[src/rtl/mem_pkg.sv]
// Shared encodings for the CPU memory request path: access sizes, error causes,
// FSM state codes and the byte-lane mask used by both initiator and controller.
package mem_pkg;

  localparam logic [1:0] SIZE_BYTE    = 2'b00;
  localparam logic [1:0] SIZE_HALF    = 2'b01;
  localparam logic [1:0] SIZE_WORD    = 2'b10;
  localparam logic [1:0] SIZE_ILLEGAL = 2'b11;

  localparam logic [1:0] CAUSE_NONE     = 2'b00;
  localparam logic [1:0] CAUSE_MISALIGN = 2'b01;
  localparam logic [1:0] CAUSE_SIZE     = 2'b10;
  localparam logic [1:0] CAUSE_TIMEOUT  = 2'b11;

  typedef logic [2:0] mem_state_t;
  localparam mem_state_t ST_IDLE      = 3'd0;
  localparam mem_state_t ST_CHECK     = 3'd1;
  localparam mem_state_t ST_ISSUE     = 3'd2;
  localparam mem_state_t ST_WAIT_RESP = 3'd3;
  localparam mem_state_t ST_DONE      = 3'd4;
  localparam mem_state_t ST_ERROR     = 3'd5;

  // Built little-endian first (offset k -> bit k), then mirrored for big-endian.
  function automatic logic [3:0] byte_enable(input logic [1:0] size,
                                             input logic [1:0] offset,
                                             input logic       big_endian);
    logic [3:0] le;
    case (size)
      SIZE_BYTE: le = 4'b0001 << offset;
      SIZE_HALF: le = offset[1] ? 4'b1100 : 4'b0011;
      SIZE_WORD: le = 4'b1111;
      default:   le = 4'b0000;
    endcase
    return big_endian ? {le[0], le[1], le[2], le[3]} : le;
  endfunction

endpackage

[src/rtl/mem_load_align.sv]
// Picks the addressed byte/half out of a read word and sign- or zero-extends it.
module mem_load_align
  import mem_pkg::*;
#(
  parameter bit BIG_ENDIAN = 1'b1
) (
  input  logic [31:0] i_read_word,
  input  logic [1:0]  i_offset,
  input  logic [1:0]  i_size,
  input  logic        i_unsigned,
  output logic [31:0] o_result
);

  logic [1:0]  w_lane;
  logic        w_half_hi;
  logic [7:0]  w_byte;
  logic [15:0] w_half;

  // Big-endian offset k lives in lane 3-k, which is simply ~k for two bits.
  assign w_lane    = BIG_ENDIAN ? ~i_offset : i_offset;
  assign w_half_hi = BIG_ENDIAN ? ~i_offset[1] : i_offset[1];
  assign w_half    = w_half_hi ? i_read_word[31:16] : i_read_word[15:0];

  always_comb begin
    w_byte = i_read_word[7:0];
    case (w_lane)
      2'd0: w_byte = i_read_word[7:0];
      2'd1: w_byte = i_read_word[15:8];
      2'd2: w_byte = i_read_word[23:16];
      2'd3: w_byte = i_read_word[31:24];
      default: w_byte = i_read_word[7:0];
    endcase
  end

  always_comb begin
    o_result = i_read_word;
    case (i_size)
      SIZE_BYTE: o_result = {{24{~i_unsigned & w_byte[7]}}, w_byte};
      SIZE_HALF: o_result = {{16{~i_unsigned & w_half[15]}}, w_half};
      default:   o_result = i_read_word;
    endcase
  end

endmodule

[src/rtl/mem_request_master.sv]
// CPU-side initiator: checks a load/store, issues one word-aligned bus request with
// byte enables, waits (bounded) for the response and returns extended load data.
module mem_request_master
  import mem_pkg::*;
#(
  parameter int TIMEOUT_CYCLES = 255,
  parameter bit BIG_ENDIAN     = 1'b1
) (
  input  logic        clock,
  input  logic        reset_n,
  input  logic        cpu_req_valid,
  input  logic        cpu_is_store,
  input  logic [1:0]  cpu_size,
  input  logic        cpu_unsigned,
  input  logic [31:0] cpu_address,
  input  logic [31:0] cpu_store_data,
  output logic        cpu_busy,
  output logic        cpu_done,
  output logic [31:0] cpu_load_data,
  output logic        cpu_error,
  output logic [1:0]  cpu_error_cause,
  output logic        mc_req_valid,
  input  logic        mc_req_ready,
  output logic        mc_wr_en,
  output logic [31:0] mc_address,
  output logic [31:0] mc_write_data,
  output logic [3:0]  mc_byte_en,
  input  logic        mc_resp_valid,
  input  logic [31:0] mc_read_data,
  output logic [2:0]  dbg_state
);

  localparam logic [7:0] LP_LAST_WAIT = 8'(TIMEOUT_CYCLES - 1);

  mem_state_t  r_state;
  logic        r_is_store;
  logic [1:0]  r_size;
  logic        r_unsigned;
  logic [31:0] r_addr;
  logic [31:0] r_sdata;
  logic [7:0]  r_cnt;
  logic [31:0] r_rdata;
  logic [1:0]  r_cause;
  logic        r_mc_wr;
  logic [31:0] r_mc_addr;
  logic [31:0] r_mc_wdata;
  logic [3:0]  r_mc_be;

  logic        w_misalign;
  logic [31:0] w_wdata;
  logic [31:0] w_aligned;

  assign w_misalign = ((r_size == SIZE_HALF) && r_addr[0]) ||
                      ((r_size == SIZE_WORD) && (r_addr[1:0] != 2'b00));

  always_comb begin
    w_wdata = r_sdata;
    case (r_size)
      SIZE_BYTE: w_wdata = {4{r_sdata[7:0]}};
      SIZE_HALF: w_wdata = {2{r_sdata[15:0]}};
      default:   w_wdata = r_sdata;
    endcase
  end

  mem_load_align #(.BIG_ENDIAN(BIG_ENDIAN)) u_align (
    .i_read_word (r_rdata),
    .i_offset    (r_addr[1:0]),
    .i_size      (r_size),
    .i_unsigned  (r_unsigned),
    .o_result    (w_aligned)
  );

  // Request handshake: mc_req_valid holds with stable fields until a cycle where
  // mc_req_ready is also high; that cycle is the transfer.
  always_ff @(posedge clock or negedge reset_n) begin
    if (!reset_n) begin
      r_state    <= ST_IDLE;
      r_is_store <= 1'b0;
      r_size     <= 2'b00;
      r_unsigned <= 1'b0;
      r_addr     <= 32'h0;
      r_sdata    <= 32'h0;
      r_cnt      <= 8'h0;
      r_rdata    <= 32'h0;
      r_cause    <= CAUSE_NONE;
      r_mc_wr    <= 1'b0;
      r_mc_addr  <= 32'h0;
      r_mc_wdata <= 32'h0;
      r_mc_be    <= 4'h0;
    end else begin
      case (r_state)
        ST_IDLE: begin
          if (cpu_req_valid) begin
            r_is_store <= cpu_is_store;
            r_size     <= cpu_size;
            r_unsigned <= cpu_unsigned;
            r_addr     <= cpu_address;
            r_sdata    <= cpu_store_data;
            r_state    <= ST_CHECK;
          end
        end
        ST_CHECK: begin
          if (r_size == SIZE_ILLEGAL) begin
            r_cause <= CAUSE_SIZE;
            r_state <= ST_ERROR;
          end else if (w_misalign) begin
            r_cause <= CAUSE_MISALIGN;
            r_state <= ST_ERROR;
          end else begin
            r_mc_wr    <= r_is_store;
            r_mc_addr  <= {r_addr[31:2], 2'b00};
            r_mc_wdata <= w_wdata;
            r_mc_be    <= byte_enable(r_size, r_addr[1:0], 1'(BIG_ENDIAN));
            r_state    <= ST_ISSUE;
          end
        end
        ST_ISSUE: begin
          if (mc_req_ready) begin
            r_cnt   <= 8'h0;
            r_state <= ST_WAIT_RESP;
          end
        end
        ST_WAIT_RESP: begin
          // A response in the final allowed cycle still completes the access.
          if (mc_resp_valid) begin
            r_rdata <= mc_read_data;
            r_state <= ST_DONE;
          end else if (r_cnt == LP_LAST_WAIT) begin
            r_cause <= CAUSE_TIMEOUT;
            r_state <= ST_ERROR;
          end else begin
            r_cnt <= r_cnt + 8'd1;
          end
        end
        ST_DONE:  r_state <= ST_IDLE;
        ST_ERROR: r_state <= ST_IDLE;
        default:  r_state <= ST_IDLE;
      endcase
    end
  end

  assign cpu_busy        = (r_state != ST_IDLE);
  assign cpu_done        = (r_state == ST_DONE);
  assign cpu_error       = (r_state == ST_ERROR);
  assign cpu_error_cause = r_cause;
  assign cpu_load_data   = (cpu_done && !r_is_store) ? w_aligned : 32'h0;
  assign mc_req_valid    = (r_state == ST_ISSUE);
  assign mc_wr_en        = r_mc_wr;
  assign mc_address      = r_mc_addr;
  assign mc_write_data   = r_mc_wdata;
  assign mc_byte_en      = r_mc_be;
  assign dbg_state       = r_state;

endmodule

[config.mk]
export PLATFORM = sky130hd
export DESIGN_NAME = mem_request_master
export DESIGN_NICKNAME = d
export VERILOG_FILES = /design/src/rtl/mem_pkg.sv /design/src/rtl/mem_load_align.sv /design/src/rtl/mem_request_master.sv
export SDC_FILE = /design/constraint.sdc
export NUM_CORES = 1
export LEC_CHECK = 0
export CORE_MARGIN = 4
export CORE_UTILIZATION = 53
export DETAILED_ROUTE_END_ITERATION = 7
export GPL_ROUTABILITY_DRIVEN = 0
export HOLD_SLACK_MARGIN = 0.08
export PLACE_DENSITY = 0.86
export SYNTH_ARGS = -nofsm -noshare
export SYNTH_HDL_FRONTEND = slang
export SYNTH_SLANG_ARGS = --single-unit
[constraint.sdc]
create_clock -name clock -period 3.2 [get_ports clock]
set_clock_uncertainty 0.2 [all_clocks]
set_input_delay 0.64 -clock clock [delete_from_list [all_inputs] [get_ports clock]]
set_output_delay 0.64 -clock clock [all_outputs]
set_load 0.03 [all_outputs]
==> impl_metrics.json <==
{
  "status": "complete, no violations",
  "cp.required_ns": 2.36,
  "globalRouteOverflowTotal": 0,
  "crit_fanout": 8,
  "tightest_slew_ns": 0.960,
  "grt_max_degree": 89,
  "cts_root_buf": "clkbuf_16",
  "combPwrFrac": 0.470,
  "n_antenna_cell": 0,
  "r2r_slack_ns": 0.47,
  "track_usage": 0.236,
  "cts_buffers": 17,
  "core.rowCount": 45,
  "finalSetupViolations": 0,
  "drt-total-wl_mm": 20.5,
  "die_height_um": 132,
  "ff_latch_area_um2": 4510,
  "area_delta_synth_final_pct": 34.7,
  "switching_share": 0.395,
  "max_slew_margin": 0.360,
  "drv_slew": 0,
  "arrival_ns": 2.24,
  "net-switching-power_w": 0.00464,
  "synth_area_per_cell_um2": 12.7,
  "async_flop_share": 1.00,
  "p_clk_frac": 0.168,
  "drtAntennaViolNets": 0,
  "insertion_delay_ns": 0.42,
  "fin_total_pwr_w": 0.0117,
  "nets": 957,
  "synthCells": 640,
  "cap_violations": 0,
  "max_freq_mhz": 324,
  "post-route-drc-count": 0,
  "ys_seq_elements": 180,
  "multiInputGateArea_um2": 3390,
  "drt_iter0_markers": 465,
  "grt_pass1_wl_mm": 33.0,
  "startpoint_type": "register",
  "grt_pass1_vias": 6407,
  "post-route-period-util": 0.963,
  "die_width_um": 132,
  "drive_gt1_frac": 0.284,
  "vdd_ir_drop_max_uv": 726,
  "p_leak_nw": 4.86,
  "synth_cell_type_count": 60,
  "viasPerCell": 5.62,
  "cts_buffer_depth": 2,
  "fin_tns_setup_ns": 0,
  "layout_min_cycle_time_ns": 3.08,
  "core_area_um2": 15100,
  "synth-main-ff-cell": "dfrtp_1",
  "fillers": 966,
  "path_class": "reg2out",
  "cts.sinks": 180,
  "die_area_um2": 17400,
  "hp-class": "reg2reg",
  "htree_levels": 4,
  "start_util": 0.538,
  "clk_pin_slew_worst_paths_ns": 0.06,
  "synth_warnings": 0,
  "rsz0062_at_grt": "no",
  "cts_tree": "yes",
  "syn_area_um2": 8150,
  "wl_per_cell_um": 19.5,
  "antenna_found_initial": 0,
  "powerDensity_nw_per_um2": 1070,
  "cp-end-kind": "output port",
  "p_seq_frac": 0.362,
  "hold_viol_final": 0,
  "drt-pass1-iter-count": 5,
  "synth.yosys.seq_area_share": 0.553,
  "num_vias": 5904,
  "io_pins": 215,
  "hpwlAfterDp_mm": 14.2,
  "synth-edff-count": 0,
  "portBuffers": 212,
  "intPower_w": 0.00710
}
## metal layers
| layer | vias up | track usage | wire length, µm |
|---|---|---|---|
| met1 | 2960 | 0.280 | 8150 |
| met4 | 0 | 0.0782 | 473 |
| met5 | - | 0 | 0 |
| met2 | 201 | 0.404 | 10400 |
| met3 | 44 | 0.0813 | 1410 |
| li1 | 2699 | - | - |
## cell usage after synthesis (all sizes together), types with 3 or more instances
cell type	number	area (µm²)
a21o	17	128
a21oi	28	140
a22oi	7	52.6
and2	3	18.8
buf	31	203
clkbuf	13	50.0
dfrtp	180	4500
inv	6	22.5
mux2	142	1640
mux2i	34	340
nand2	46	173
nand2b	3	18.8
nand3	4	25.0
nor2	25	110
nor2b	5	31.3
nor3	3	15.0
nor3b	10	91.3
o21ai	41	209
o31ai	4	30.0
or3	3	23.8
## metrics by stage
stage	util	cells	hold WS [ns]	instance area [µm²]	worst slack (ns)
2_1_floorplan	-	641	0.144	8160	0.258
3_3_place_gp	0.684	1013	0.263	10400	0.433
3_5_place_dp	0.684	1013	0.271	10400	0.351
4_1_cts	0.722	1045	0.286	10900	0.0161
5_1_grt	0.725	1050	0.307	11000	0.0286
6_report	0.725	1050	0.278	11000	0.118
## repair_timing
item / in CTS / in global routing
pin swaps: 0 / 1
buffers inserted: 0 / 5
endpoints found under the hold margin: 66 / 0
setup endpoints to repair: 1 / 12
gates resized for setup: 2 / 1
hold buffers: 1 / 0
## registers in the layout, indices dropped and copies added, names as in the netlist
signal and flops:
mc_write_data 32, r_addr 32, r_rdata 32, r_sdata 32
mc_address 30, r_cnt 8, mc_byte_en 4, dbg_state 3
cpu_error_cause 2, r_size 2, mc_wr_en 1, r_is_store 1
r_unsigned 1
## path summary, 6_finish.rpt
check,end,start,cells after the start
max,cpu_load_data[15],r_addr[1]$_DFFE_PN0P_,5
min,mc_byte_en[1]$_DFFE_PN0P_,mc_byte_en[1]$_DFFE_PN0P_,2
max reg2reg,mc_write_data[4]$_DFFE_PN0P_,r_size[0]$_DFFE_PN0P_,5
min reg2reg,mc_byte_en[1]$_DFFE_PN0P_,mc_byte_en[1]$_DFFE_PN0P_,2
max in group asynchronous,r_addr[1]$_DFFE_PN0P_,reset_n,3
min in group asynchronous,mc_address[28]$_DFFE_PN0P_,reset_n,2
## final cells by class
type                            instances  share of cell area
Clock buffer                           18              0.0400
Sequential cell                       180               0.411
Tap cell                              188              0.0214
Multi-Input combinational cell        411               0.309
Timing Repair Buffer                  234               0.206
Inverter                                6             0.00205
Clock inverter                         13              0.0109
## power groups by stage
stage	Combinational, W	Sequential [W]	Clock (W)
6_report	0.00551	0.00425	0.00197
5_1_grt	0.00589	0.00438	0.00210
4_1_cts	0.00553	0.00424	0.00200
3_5_place_dp	0.00546	0.00425	0
3_3_place_gp	0.00529	0.00416	0
2_1_floorplan	0.00296	0.00482	0
## cells by family (layout without fill, tap and decap cells)
logic type	after synthesis	in the layout	share of synthesized area
and+or+nand+nor	119	119	0.0798
muxes	177	177	0.245
DFF	180	180	0.553
adders and majority gates	2	2	0.00307
xor gates and xnor gates	1	1	0.00107
other	1	2	0.000460
AOI/OAI and AO/OA	110	110	0.0840
buffers and inverters	50	271	0.0338
## cell usage in the layout, fill, tap and decap left out, types with 5 or more instances in the layout
cell             synthesis  routed
clkdlybuf4s50_1          0     179
dfrtp_1                180     177
mux2_2                 132     132
buf_4                    8      49
nand2_1                 46      46
o21ai_0                 40      40
mux2i_1                 34      34
a21oi_1                 28      28
nor2_1                  24      24
a21o_1                  17      17
clkbuf_16                0      17
mux2_4                  10      10
nor3b_1                  8       8
a22oi_1                  7       7
inv_1                    6       6
nor2b_1                  5       5
## worst max-delay path, cell delays in order (launching register included)
cell and delay [ns]:
dfrtp_2 0.47, mux2_4 0.23, mux2i_1 0.10, or4_4 0.52
a221oi_2 0.29, buf_4 0.21
Note: power is estimated with default switching activity, not from simulation.
